===== config.mk =====
export PLATFORM = sky130hd
export DESIGN_NAME = one_sec_timer
export DESIGN_NICKNAME = d
export VERILOG_FILES = /design/src/rtl/one_sec_timer.sv
export SDC_FILE = /design/constraint.sdc
export NUM_CORES = 1
export LEC_CHECK = 0
export ABC_AREA = 1
export CAP_MARGIN = 25
export CORE_MARGIN = 2
export CORE_UTILIZATION = 54
export DETAILED_ROUTE_END_ITERATION = 8
export PLACE_DENSITY_LB_ADDON = 0.1
export SYNTH_ARGS = -nofsm -noshare
export SYNTH_HDL_FRONTEND = slang
export SYNTH_SLANG_ARGS = --single-unit

===== constraint.sdc =====
create_clock -name clk -period 1.5 [get_ports clk]
set_clock_uncertainty 0.05 [all_clocks]
set_input_delay 0.225 -clock clk [delete_from_list [all_inputs] [get_ports clk]]
set_output_delay 0.225 -clock clk [all_outputs]
set_load 0.02 [all_outputs]

===== src/rtl/one_sec_timer.sv =====
// Enable-gated timebase: emits a one-cycle registered strobe every TICKS enabled clocks.
// Dropping En or asserting rst abandons the partial interval and restarts from zero.
module one_sec_timer #(
   parameter int unsigned TICKS = 50_000_000,
   localparam int unsigned CNT_W = (TICKS <= 1) ? 1 : $clog2(TICKS)
) (
   input  logic En,
   output logic One_sec_timeout,
   input  logic clk,
   input  logic rst
);

   localparam logic [CNT_W-1:0] LAST = CNT_W'(TICKS - 1);

   logic [CNT_W-1:0] cnt;

   // Wrap and strobe share one edge, so the period has no dead cycle.
   always_ff @(posedge clk) begin
      if (rst) begin
         cnt             <= '0;
         One_sec_timeout <= 1'b0;
      end else if (!En) begin
         cnt             <= '0;
         One_sec_timeout <= 1'b0;
      end else if (cnt == LAST) begin
         cnt             <= '0;
         One_sec_timeout <= 1'b1;
      end else begin
         cnt             <= cnt + 1'b1;
         One_sec_timeout <= 1'b0;
      end
   end

endmodule


==> results_dict.tcl <==
set metrics [dict create \
    first_pass_grt_wire_length_um 5180 \
    final_routed_wire_length_divided_by_cell_count_um 12.4 \
    cp-start-kind "register" \
    drv_slew 0 \
    clk_latency_ns 0.33 \
    path_max_fanout 4 \
    ys_types 20 \
    rsz0062_at_grt "true" \
    port_buffers 3 \
    slew-limit-headroom 0.648 \
    leak_pwr_nw 0.603 \
    finalCriticalPeriod_ns 1.48 \
    first_global_vias 1259 \
    synth.net_count 221 \
    std_cell_rows 18 \
    gr-total-overflow 0 \
    worstPathRequired_ns 1.70 \
    cts-buffers-inserted 3 \
    final.setup.worst_slack_ns 0.0244 \
    yosysWarningCount 0 \
    fp.dieArea_um2 3040 \
    core_um2 2480 \
    p_int_mw 0.836 \
    timing.critical_path.slowest_stage_cell "sky130_fd_sc_hd__dfxtp_2" \
    remaining_drc_errors 0 \
    start_util 0.569 \
    finalInstanceArea_um2 1650 \
    post_synth_instance_area_um2 1410 \
    clock_power_share 0.298 \
    cts-htree-levels 1 \
    p_comb_frac 0.035 \
    grt.total_usage 0.239 \
    fin_crit_sh 0.984 \
    detailroute.via_count 1341 \
    power.net_switching_mw 0.249 \
    fillCellCount 220 \
    syn-instance-count 217 \
    timing.final.setup_violations 0 \
    grt_antenna_before_repair 0 \
    achievable-frequency_mhz 678 \
    drt.antenna.violating_nets 0 \
    cp_slowest_stage_delay_ns 0.38 \
    power.density_cell_area_nw_per_um2 657 \
    cts.hold.buffers_added 0 \
    synth.avg_cell_area_um2 6.50 \
    syn2layout_area_growth_pct 17.0 \
    clock_sink_count 27 \
    dp_slack_ns -0.0461 \
    maximum_number_of_pins_on_one_net_before_global_route_repair 16 \
    floorplan.die.height_um 55.1 \
    arrival_ns 1.67 \
    hold_viol 0 \
    holdCritPathClass "input port to register" \
    switching_share 0.229 \
    drc_violation_total_after_the_first_tritonroute_iteration 44 \
    path_cells "ha_4 > nand2_4 > nor2_4 > nand2_4 > nor2_4 > nand3_4 > buf_6 > nand3_1 > nor2_1" \
    pin_count 4 \
    drive_gt1_frac 0.152 \
    highest_count_cells_in_the_layout_ignoring_fill_and_taps "sky130_fd_sc_hd__nand2_1 (59), sky130_fd_sc_hd__nor2_1 (46), sky130_fd_sc_hd__inv_1 (24)" \
    gpl.final_weighted_congestion 0.811 \
    clock_root_buffer "sky130_fd_sc_hd__clkbuf_4" \
    antenna_cells_inserted 0 \
    tightestPinTransition_ns 0.528 \
    commonest_non_fill_non_tap_cell_in_the_layout "sky130_fd_sc_hd__nand2_1" \
    vdd_ir_drop_max_v 0.000586 \
    clk_transition_reported_paths_ns 0.15 \
    place.detailed.hpwl_um 2210 \
    run_status "finished, final reports clean" \
    clock_tree.buffer_depth 2 \
    tritoncts "done" \
    maxCapViolCount 0 \
    post_drt_via_cell_ratio 5.16 \
    criticalPathCategory "register to register" \
    detail_route.first_pass.iterations 4 \
    finalCoreUtilization 0.666 \
    ys_seq_elements 27 \
    power_frac_seq 0.667 \
    dpl_cell_area_um2 1490 \
    num-nets-final 235 \
    postRouteWirelength_um 3210 \
    synth_seq_area_share 0.383 \
    crit_path_end_kind "register" \
    die_extent_in_x_um 55.1 \
]
-- cells in the mapped netlist --
cell type	instances	area [um^2]
sky130_fd_sc_hd__nor2_4	1	11.3
sky130_fd_sc_hd__inv_1	24	90.1
sky130_fd_sc_hd__a21oi_1	6	30.0
sky130_fd_sc_hd__dfxtp_1	27	541
sky130_fd_sc_hd__xnor2_1	5	43.8
sky130_fd_sc_hd__o21ai_0	4	20.0
sky130_fd_sc_hd__nor3_1	1	5.00
sky130_fd_sc_hd__buf_6	2	22.5
sky130_fd_sc_hd__nand4_1	4	25.0
sky130_fd_sc_hd__nor2_1	52	195
sky130_fd_sc_hd__nand2_1	61	229
sky130_fd_sc_hd__ha_1	1	12.5
sky130_fd_sc_hd__nand3_2	1	10.0
sky130_fd_sc_hd__nand2_4	1	11.3
sky130_fd_sc_hd__xor2_1	5	43.8
sky130_fd_sc_hd__nand3_1	14	70.1
sky130_fd_sc_hd__nand2_2	2	12.5
sky130_fd_sc_hd__and2_1	2	12.5
sky130_fd_sc_hd__or2_2	1	6.26
sky130_fd_sc_hd__nor2_2	3	18.8
-- per-layer routing --
metal | GRT usage | vias to the layer above | routed length (um) | share of wire
li1 | - | 698 | - | -
met1 | 0.290 | 621 | 1550 | 0.48
met2 | 0.427 | 17 | 1560 | 0.49
met3 | 0.0323 | 5 | 67 | 0.021
met4 | 0.0894 | 0 | 40 | 0.012
met5 | 0 | - | 0 | 0
-- area by class of cell --
class	count	area, um^2	share of cell area
multi-input combinational	166	867	0.525
tap	30	37.5	0.0227
sequential	27	547	0.331
inverter	24	90.1	0.0546
clock inverter	1	5.00	0.00303
timing repair buffer	9	81.3	0.0493
clock buffer	3	22.5	0.0136
-- worst paths after layout --
check,from,to,slack [ns],depth (start not counted)
setup / recovery,cnt[0]$_SDFF_PP0_,cnt[18]$_SDFF_PP0_,0.02,9
hold reg to reg,cnt[3]$_SDFF_PP0_,cnt[3]$_SDFF_PP0_,0.45,2
hold / removal,En,One_sec_timeout$_SDFF_PP0_,0.41,3
setup reg to reg,cnt[0]$_SDFF_PP0_,cnt[18]$_SDFF_PP0_,0.02,9
-- power groups by stage --
stage	clock network [mW]	logic, mW	registers, mW
2_1_floorplan	0	0.0205	0.737
3_3_place_gp	0	0.0259	0.737
3_5_place_dp	0	0.0275	0.737
4_1_cts	0.332	0.0369	0.722
5_1_grt	0.354	0.0406	0.724
6_report	0.323	0.0380	0.723
-- through the flow --
step	std cells	TNS [ns]	hold slack, ns	power (mW)
final	260	0	0.406	1.08
after global routing	260	-0.612	0.409	1.12
after CTS	260	0	0.389	1.09
after detailed placement	253	-0.920	0.430	0.764
after global placement	253	0	0.421	0.763
after floorplan	217	0	0.254	0.757
-- critical path: cells and delay by family (launching register included) --
family                     cells  cell delay [ns]
and+or+nand+nor                7             0.63
adders and majority gates      1             0.16
buffers and inverters          1             0.17
DFF                            1             0.38
-- registers in the layout, summed over array words and instances (netlist names) --
register,count
One_sec_timeout,1
cnt,26
-- timing repair --
item	in CTS	in global routing
pin swaps	0	1
gates resized for setup	12	15
cloned	2	0
endpoints found under the setup margin	26	23
buffers inserted	1	0
-- cells by family (layout without fill, tap and decap cells) --
family	Yosys count	in the layout	share of synthesized area
xor+xnor	10	10	0.0621
buf+inv	26	37	0.0799
simple gates	143	145	0.430
flops	27	27	0.383
fa+ha+maj	1	1	0.00887
compound gates	10	10	0.0355
Note: power is estimated with default switching activity, not from simulation.
